File: config.mk
export PLATFORM = sky130hd
export DESIGN_NAME = ysyx_23060184_rf_wb_arbiter_flat
export DESIGN_NICKNAME = d
export VERILOG_FILES = /design/src/rtl/ysyx_23060184_rf_wb_arbiter_if.sv /design/src/rtl/ysyx_23060184_rf_wb_arbiter.sv /design/src/flat_wrapper.sv
export SDC_FILE = /design/constraint.sdc
export NUM_CORES = 1
export LEC_CHECK = 0
export CAP_MARGIN = 20
export CORE_MARGIN = 2
export CORE_UTILIZATION = 50
export DETAILED_ROUTE_END_ITERATION = 10
export GPL_TIMING_DRIVEN = 0
export PLACE_DENSITY = 0.86
export REMOVE_ABC_BUFFERS = 1
export SYNTH_ARGS = -nofsm -noshare
export SYNTH_HDL_FRONTEND = slang
export SYNTH_SLANG_ARGS = --single-unit
File: constraint.sdc
create_clock -name clk -period 8.8 [get_ports clk]
set_input_delay 2.64 -clock clk [delete_from_list [all_inputs] [get_ports clk]]
set_output_delay 2.64 -clock clk [all_outputs]
set_load 0.1 [all_outputs]
File: src/rtl/ysyx_23060184_rf_wb_arbiter_if.sv
// Signal bundle between decode, EXU, LSU, the register file and the writeback arbiter.
// valid/ready: a transfer happens on a rising edge where both are high; the source holds valid and its payload stable until it sees ready.
interface ysyx_23060184_rf_wb_arbiter_if #(
    parameter int ADDR_WIDTH = 5,
    parameter int DATA_WIDTH = 32
);
    logic                  iss_valid;
    logic                  iss_wen;
    logic [ADDR_WIDTH-1:0] iss_rd;
    logic                  iss_ready;
    logic [ADDR_WIDTH-1:0] rs1;
    logic [ADDR_WIDTH-1:0] rs2;
    logic                  rs1_busy;
    logic                  rs2_busy;
    logic                  ex_valid;
    logic [ADDR_WIDTH-1:0] ex_rd;
    logic [DATA_WIDTH-1:0] ex_data;
    logic                  ex_ready;
    logic                  ls_valid;
    logic [ADDR_WIDTH-1:0] ls_rd;
    logic [DATA_WIDTH-1:0] ls_data;
    logic                  ls_ready;
    logic                  rf_wvalid;
    logic                  rf_wen;
    logic [ADDR_WIDTH-1:0] rf_waddr;
    logic [DATA_WIDTH-1:0] rf_wdata;
    logic                  orphan_err;

    modport slave (
        input  iss_valid, iss_wen, iss_rd, rs1, rs2,
        input  ex_valid, ex_rd, ex_data, ls_valid, ls_rd, ls_data,
        output iss_ready, rs1_busy, rs2_busy, ex_ready, ls_ready,
        output rf_wvalid, rf_wen, rf_waddr, rf_wdata, orphan_err
    );

    modport master (
        output iss_valid, iss_wen, iss_rd, rs1, rs2,
        output ex_valid, ex_rd, ex_data, ls_valid, ls_rd, ls_data,
        input  iss_ready, rs1_busy, rs2_busy, ex_ready, ls_ready,
        input  rf_wvalid, rf_wen, rf_waddr, rf_wdata, orphan_err
    );
endinterface

File: src/rtl/ysyx_23060184_rf_wb_arbiter.sv
// Register-file writeback arbiter: pending-write scoreboard for issue/hazard checks and
// a round-robin EXU/LSU arbiter feeding a registered register-file write port.
module ysyx_23060184_rf_wb_arbiter #(
    parameter int ADDR_WIDTH = 5,
    parameter int DATA_WIDTH = 32
) (
    input  logic                               clk,
    input  logic                               reset,
    ysyx_23060184_rf_wb_arbiter_if.slave       bus
);
    localparam int NREG = 2 ** ADDR_WIDTH;

    typedef enum logic {
        GRANT_EX = 1'b0,
        GRANT_LS = 1'b1
    } grant_e;

    logic [NREG-1:0]       pending;
    grant_e                last_grant;
    logic                  rf_wvalid_q;
    logic [ADDR_WIDTH-1:0] rf_waddr_q;
    logic [DATA_WIDTH-1:0] rf_wdata_q;
    logic                  orphan_q;

    logic                  waw_stall;
    logic                  iss_ready_c;
    logic                  set_en;
    logic                  grant_ex;
    logic                  grant_ls;
    logic                  wb_fire;
    logic [ADDR_WIDTH-1:0] wb_rd;
    logic [DATA_WIDTH-1:0] wb_data;
    logic                  orphan_hit;
    logic [NREG-1:0]       set_vec;
    logic [NREG-1:0]       clr_vec;

    always_comb begin
        // Stall only on the registered pending bit; a clear landing this cycle is not bypassed.
        waw_stall   = bus.iss_wen && (bus.iss_rd != '0) && pending[bus.iss_rd];
        iss_ready_c = !reset && !waw_stall;
        set_en      = bus.iss_valid && iss_ready_c && bus.iss_wen && (bus.iss_rd != '0);

        if (bus.ex_valid && bus.ls_valid) begin
            grant_ex = (last_grant == GRANT_LS);
        end else begin
            grant_ex = bus.ex_valid;
        end
        grant_ex = grant_ex && !reset;
        grant_ls = bus.ls_valid && !grant_ex && !reset;
        wb_fire  = grant_ex || grant_ls;
        wb_rd    = grant_ex ? bus.ex_rd : bus.ls_rd;
        wb_data  = grant_ex ? bus.ex_data : bus.ls_data;

        // A write to a register being issued in the same cycle is legitimate, not orphaned.
        orphan_hit = wb_fire && (wb_rd != '0) && !pending[wb_rd]
                     && !(set_en && (bus.iss_rd == wb_rd));

        set_vec = '0;
        if (set_en) begin
            set_vec[bus.iss_rd] = 1'b1;
        end
        clr_vec = '0;
        if (rf_wvalid_q && (rf_waddr_q != '0)) begin
            clr_vec[rf_waddr_q] = 1'b1;
        end
    end

    always_ff @(posedge clk or posedge reset) begin
        if (reset) begin
            pending     <= '0;
            last_grant  <= GRANT_LS;
            rf_wvalid_q <= 1'b0;
            rf_waddr_q  <= '0;
            rf_wdata_q  <= '0;
            orphan_q    <= 1'b0;
        end else begin
            // Set is applied after clear so a same-edge issue keeps the bit.
            pending <= (pending & ~clr_vec) | set_vec;
            if (grant_ex) begin
                last_grant <= GRANT_EX;
            end else if (grant_ls) begin
                last_grant <= GRANT_LS;
            end
            rf_wvalid_q <= wb_fire;
            if (wb_fire) begin
                rf_waddr_q <= wb_rd;
                rf_wdata_q <= wb_data;
            end
            if (orphan_hit) begin
                orphan_q <= 1'b1;
            end
        end
    end

    assign bus.iss_ready  = iss_ready_c;
    assign bus.rs1_busy   = !reset && pending[bus.rs1];
    assign bus.rs2_busy   = !reset && pending[bus.rs2];
    assign bus.ex_ready   = grant_ex;
    assign bus.ls_ready   = grant_ls;
    assign bus.rf_wvalid  = rf_wvalid_q;
    assign bus.rf_wen     = rf_wvalid_q;
    assign bus.rf_waddr   = rf_waddr_q;
    assign bus.rf_wdata   = rf_wdata_q;
    assign bus.orphan_err = orphan_q;
endmodule

File: src/flat_wrapper.sv
// flat-port wrapper written by rule: the top's interface ports become plain ports
module ysyx_23060184_rf_wb_arbiter_flat 
#(
    parameter int ADDR_WIDTH = 5,
    parameter int DATA_WIDTH = 32
)
  (clk, reset, bus_iss_valid, bus_iss_wen, bus_iss_rd, bus_rs1, bus_rs2, bus_ex_valid, bus_ex_rd, bus_ex_data, bus_ls_valid, bus_ls_rd, bus_ls_data, bus_iss_ready, bus_rs1_busy, bus_rs2_busy, bus_ex_ready, bus_ls_ready, bus_rf_wvalid, bus_rf_wen, bus_rf_waddr, bus_rf_wdata, bus_orphan_err);
  ysyx_23060184_rf_wb_arbiter_if #(.ADDR_WIDTH(ADDR_WIDTH), .DATA_WIDTH(DATA_WIDTH)) bus_i ();
  input  logic clk;
  input  logic reset;
  input wire logic [$bits(bus_i.iss_valid)-1:0] bus_iss_valid;
  input wire logic [$bits(bus_i.iss_wen)-1:0] bus_iss_wen;
  input wire logic [$bits(bus_i.iss_rd)-1:0] bus_iss_rd;
  input wire logic [$bits(bus_i.rs1)-1:0] bus_rs1;
  input wire logic [$bits(bus_i.rs2)-1:0] bus_rs2;
  input wire logic [$bits(bus_i.ex_valid)-1:0] bus_ex_valid;
  input wire logic [$bits(bus_i.ex_rd)-1:0] bus_ex_rd;
  input wire logic [$bits(bus_i.ex_data)-1:0] bus_ex_data;
  input wire logic [$bits(bus_i.ls_valid)-1:0] bus_ls_valid;
  input wire logic [$bits(bus_i.ls_rd)-1:0] bus_ls_rd;
  input wire logic [$bits(bus_i.ls_data)-1:0] bus_ls_data;
  output wire logic [$bits(bus_i.iss_ready)-1:0] bus_iss_ready;
  output wire logic [$bits(bus_i.rs1_busy)-1:0] bus_rs1_busy;
  output wire logic [$bits(bus_i.rs2_busy)-1:0] bus_rs2_busy;
  output wire logic [$bits(bus_i.ex_ready)-1:0] bus_ex_ready;
  output wire logic [$bits(bus_i.ls_ready)-1:0] bus_ls_ready;
  output wire logic [$bits(bus_i.rf_wvalid)-1:0] bus_rf_wvalid;
  output wire logic [$bits(bus_i.rf_wen)-1:0] bus_rf_wen;
  output wire logic [$bits(bus_i.rf_waddr)-1:0] bus_rf_waddr;
  output wire logic [$bits(bus_i.rf_wdata)-1:0] bus_rf_wdata;
  output wire logic [$bits(bus_i.orphan_err)-1:0] bus_orphan_err;
  assign bus_i.iss_valid = bus_iss_valid;
  assign bus_i.iss_wen = bus_iss_wen;
  assign bus_i.iss_rd = bus_iss_rd;
  assign bus_i.rs1 = bus_rs1;
  assign bus_i.rs2 = bus_rs2;
  assign bus_i.ex_valid = bus_ex_valid;
  assign bus_i.ex_rd = bus_ex_rd;
  assign bus_i.ex_data = bus_ex_data;
  assign bus_i.ls_valid = bus_ls_valid;
  assign bus_i.ls_rd = bus_ls_rd;
  assign bus_i.ls_data = bus_ls_data;
  assign bus_iss_ready = bus_i.iss_ready;
  assign bus_rs1_busy = bus_i.rs1_busy;
  assign bus_rs2_busy = bus_i.rs2_busy;
  assign bus_ex_ready = bus_i.ex_ready;
  assign bus_ls_ready = bus_i.ls_ready;
  assign bus_rf_wvalid = bus_i.rf_wvalid;
  assign bus_rf_wen = bus_i.rf_wen;
  assign bus_rf_waddr = bus_i.rf_waddr;
  assign bus_rf_wdata = bus_i.rf_wdata;
  assign bus_orphan_err = bus_i.orphan_err;
  ysyx_23060184_rf_wb_arbiter #(.ADDR_WIDTH(ADDR_WIDTH), .DATA_WIDTH(DATA_WIDTH)) u_core (.clk(clk), .reset(reset), .bus(bus_i));
endmodule
# After elaboration in Yosys (flattened, before gate mapping)
# Cells that the tools add are included.
# totals
register_bits	72
input_bits	95
word_cells	65
# classes
n_lt_le_gt_ge	7
n_eq_ne	1
n_mux	19
n_bitwise	3
reduce_logical	29
# ops
op	count
$mux W32	3
$and A32 B32 Y32	1
$not A32 Y32	1
$or A32 B32 Y32	1
$lt A5 B6 Y1 const B	5
$bmux W1 S5	4
$logic_and A1 B1 Y1	19
$reduce_bool A5 Y1	3
$demux W1 S5	2
$ge A5 B1 Y1 const B	2
$mux W1	9
$eq A5 B5 Y1	1
$logic_not A1 Y1	5
$mux W5	1
$reduce_bool A2 Y1	1
$logic_or A1 B1 Y1	1

# Logic depth before layout (Yosys ltp)
# depth
depth_word	11
ltp_mapped	10
ltp_nobuf	8

# Worst setup path after synthesis
# Ideal clock, no wire load.
# synth_path
kind	in2out
start	in bus_iss_rd[0]
end	out bus_iss_ready
arrival_time_ns	5.194
required_time_ns	6.160
setup_slack_ns	0.966
cell_stages	7
n_path_buf	2
path_cell_list	buf_4 -> buf_4 -> mux2i_1 -> nor2_1 -> nor4_1 -> o221ai_1 -> a31oi_1
# synth_via
elab_chain_cells	5
elab_cells_between_ends	7
classes_between	mux (2); reduce/logical (5)
# synth_lines
item	line	source
start: declaration	flat_wrapper.sv:13	input wire logic [$bits(bus_i.iss_rd)-1:0] bus_iss_rd;
$bmux W1 S5 or $reduce_bool A5 Y1 (tied branches)	ysyx_23060184_rf_wb_arbiter.sv:39	waw_stall = bus.iss_wen && (bus.iss_rd != '0) && pending[bus.iss_rd];
$mux W1 (implied by the code) or $logic_and A1 B1 Y1 (tied branches)	ysyx_23060184_rf_wb_arbiter.sv:39	
$logic_and A1 B1 Y1 *	ysyx_23060184_rf_wb_arbiter.sv:39	
$logic_not A1 Y1 *	ysyx_23060184_rf_wb_arbiter.sv:40	iss_ready_c = !reset && !waw_stall;
$logic_and A1 B1 Y1 *	ysyx_23060184_rf_wb_arbiter.sv:40	
end: declaration	flat_wrapper.sv:22	output wire logic [$bits(bus_i.iss_ready)-1:0] bus_iss_ready;
# Mark *: on every way between the ends. The rest lies on a longest branch, timed or not. The select of a mux whose other input is x is not followed.

# Worst setup path in the final report
# Ends and elaborated chain as after synthesis.

==> impl_metrics.toml <==
[setup_path]
slowest_delay_ns = 1.17
critPathRequiredTime_ns = 6.16
cp_max_fo = 19
crit_slowest_cell = "clkdlybuf4s50_1"
critical_path_buf_inv_count = 2
start_kind = "primary input"
critPathCaptureType = "primary output"
timing_worst_setup_path_type = "primary input to primary output"
crit_family = "buffers and inverters"
crit_chain = "dlygate4sd2_1 -> mux2i_1 -> o22ai_1 -> nor4_1 -> o221ai_1 -> a31oi_1 -> clkdlybuf4s50_1"
arrival_ns = 5.94

[routing]
wl_um = 13100
initialDrtViolationCount = 433
via_per_inst = 6.16
post-route-drc-count = 0
vias = 3934
ant_nets = 0
avgRoutedWirePerCell_um = 20.4
first_pass_iters = 7

[cells_and_area]
postLayoutCoreUtil = 0.725
area_growth_pct = 39.3
n_fill_cell = 564
fin_area_sq_um = 5990
num-nets-final = 624
n_antenna_cell = 0
final_layout_size_suffix_gt1_frac = 0.107

[cts]
clock_latency_ns = 0.35
clkTransAtPathRegs_ns = 0.08
cts_buffer_depth = 2
clkSinkCount = 72
cts-root-buf = "clkbuf_8"
numCtsBuffers = 9
cts_tree = "yes"
cts_max_level = 3
cts_setup_buffers = 0

[placed_design]
port_buffers = 139
place.gp.congestion = 0.988
hpwl_um = 9650
place_area_sq_um = 5750

[synthesis]
synth_cells = 404
avgSynthCellArea_sq_um = 10.6
ys_seq_area_frac = 0.420
synth_cell_types = 41
ys_ff_latch = 72
synth_most_common_cell = "o21ai_0"
synth_flop_cell = "dfrtp_1"
synth_top_cell_area_share = 0.413
synth_area_sq_um = 4300
ys_warn_count = 0
netlist_top_cells_count = "102 x o21ai_0, 71 x dfrtp_1, 63 x mux2i_1"
yosysTopAreaCell = "dfrtp_1"
synth-edff-count = 0
synth_area_leaders = "dfrtp_1 41%, mux2i_1 15%, mux4_2 12%"
async_reset_ff_frac = 1.00

[die]
start_util = 0.520
fp.dieW_um = 96.7
die_h_um = 96.7
io_pins = 140
rows = 33
die_area_sq_um = 9350
core_area_sq_um = 8260

[outcome]
status = "finished, final reports clean"

[worst_hold_path]
holdCritPathClass = "flip-flop to flip-flop"

[power]
power.total_uw = 1440
vdd_drop_max_mv = 0.144
powerDensity_nw_per_um2 = 241
p_leak_uw = 0.00251

[global_routing]
grt_pass1_wl_um = 20900
grt_pass1_vias = 3952
grt_max_degree = 58
antenna_found_initial = 0
grt_overflow_total = 0
grt_usage = 0.282

[timing]
period_minus_slack_ns = 8.58
fmax_mhz = 117
skew_ns = 0.0103
slew_violations = 0
rsz0062_at_grt = "no"
worst_slew_pin_slew_ns = 1.09
holdWs_ns = 0.439
maxSlewHeadroom = 0.275
final-setup-viol-count = 0
hold_viol_final = 0
final.period_utilization = 0.975

[flow_run]
cap_violations = 0
-- sequential cells by signal, summed over array words and instances, names as in the netlist --
register	flops
u_core.bus.rf_waddr	5
u_core.bus.rf_wen	1
u_core.bus.orphan_err	1
u_core.pending	32
u_core.last_grant	1
u_core.bus.rf_wdata	32
-- through the flow --
| stage | setup TNS (ns) | cells | setup WS [ns] |
|---|---|---|---|
| after floorplan | 0 | 374 | 0.197 |
| after global placement | -2.54 | 618 | -1.20 |
| after detailed placement | -0.0470 | 622 | -0.0470 |
| after CTS | 0 | 638 | 0.244 |
| after global routing | 0 | 639 | 0.0752 |
| final | 0 | 639 | 0.219 |
-- layout by cell type, fill, tap and decap left out, drive strengths merged, types with 2 or more instances in the layout --
| cell type | Yosys | layout |
|---|---|---|
| buf | 13 | 5 |
| bufinv | 0 | 2 |
| clkbuf | 17 | 10 |
| clkdlybuf4s50 | 0 | 138 |
| clkinvlp | 0 | 3 |
| dfrtp | 71 | 71 |
| inv | 4 | 5 |
| mux2i | 63 | 63 |
| mux4 | 25 | 25 |
| nand2 | 41 | 41 |
| nand2b | 5 | 5 |
| nand3 | 7 | 7 |
| nand3b | 10 | 10 |
| nor2 | 8 | 8 |
| nor3 | 3 | 3 |
| nor4 | 2 | 2 |
| o21ai | 102 | 102 |
| o22ai | 5 | 5 |
| or3 | 2 | 2 |
| or3b | 6 | 6 |
| xnor2 | 4 | 4 |
-- metal layers --
layer / routed length, um / GRT usage / share of wire
met2: 6460 / 0.471 / 0.50
met5: 0 / 0 / 0
met4: 354 / 0.0986 / 0.027
met3: 1270 / 0.0715 / 0.097
met1: 4960 / 0.357 / 0.38
-- worst paths after layout --
check	start	to	slack, ns	depth (start not counted)
max in group asynchronous	reset	u_core.last_grant$_DFFE_PP1P_	5.37	3
hold / removal	u_core.pending[0]$_DFF_PP0_	u_core.pending[0]$_DFF_PP0_	0.44	0
hold reg to reg	u_core.pending[0]$_DFF_PP0_	u_core.pending[0]$_DFF_PP0_	0.44	0
min in group asynchronous	reset	u_core.bus.rf_waddr[3]$_DFFE_PP0P_	2.83	2
setup reg to reg	u_core.last_grant$_DFFE_PP1P_	u_core.bus.orphan_err$_DFFE_PP0P_	5.80	6
setup / recovery	bus_iss_rd[0]	bus_iss_ready	0.22	7
-- report_power, final --
part	switching, uW	total [uW]	internal, uW
Combinational	370	617	247
Sequential	107	526	419
Clock	131	299	168
Total	608	1440	834
-- worst register-to-register path, stage by stage (launching register included) --
cell and delay [ns]:
dfstp_2 0.55, nand2b_1 0.13, nand3_2 0.33, mux2i_1 0.77
mux4_2 0.60, a211o_1 0.33, a41o_1 0.19
-- repair_timing --
action / 4_1_cts / 5_1_grt
hold buffers: 0 / 0
setup endpoints to repair: 1 / 0
hold endpoints to repair: 0 / 0
resized for setup: 1 / 0
-- cell type report --
cell class | count | area, sq um | area share
flip-flops and latches | 72 | 1800 | 0.301
well taps | 105 | 131 | 0.0219
clock inverters | 6 | 91.3 | 0.0153
clock buffers | 10 | 138 | 0.0230
multi-input cells | 298 | 2330 | 0.390
inverters | 4 | 17.5 | 0.00293
repair buffers | 144 | 1470 | 0.246
-- cells by family (layout without fill, tap and decap cells) --
family                 after synthesis  in the layout  share of synthesized area
XOR/XNOR                             5              5                     0.0102
flip-flops                          72             72                      0.420
AND/OR/NAND/NOR                     87             87                      0.103
buffers and inverters               34            164                     0.0399
AO/OA/AOI/OAI                      117            117                      0.145
multiplexers                        89             89                      0.283
No activity file was read; power rests on OpenSTA's default activity.
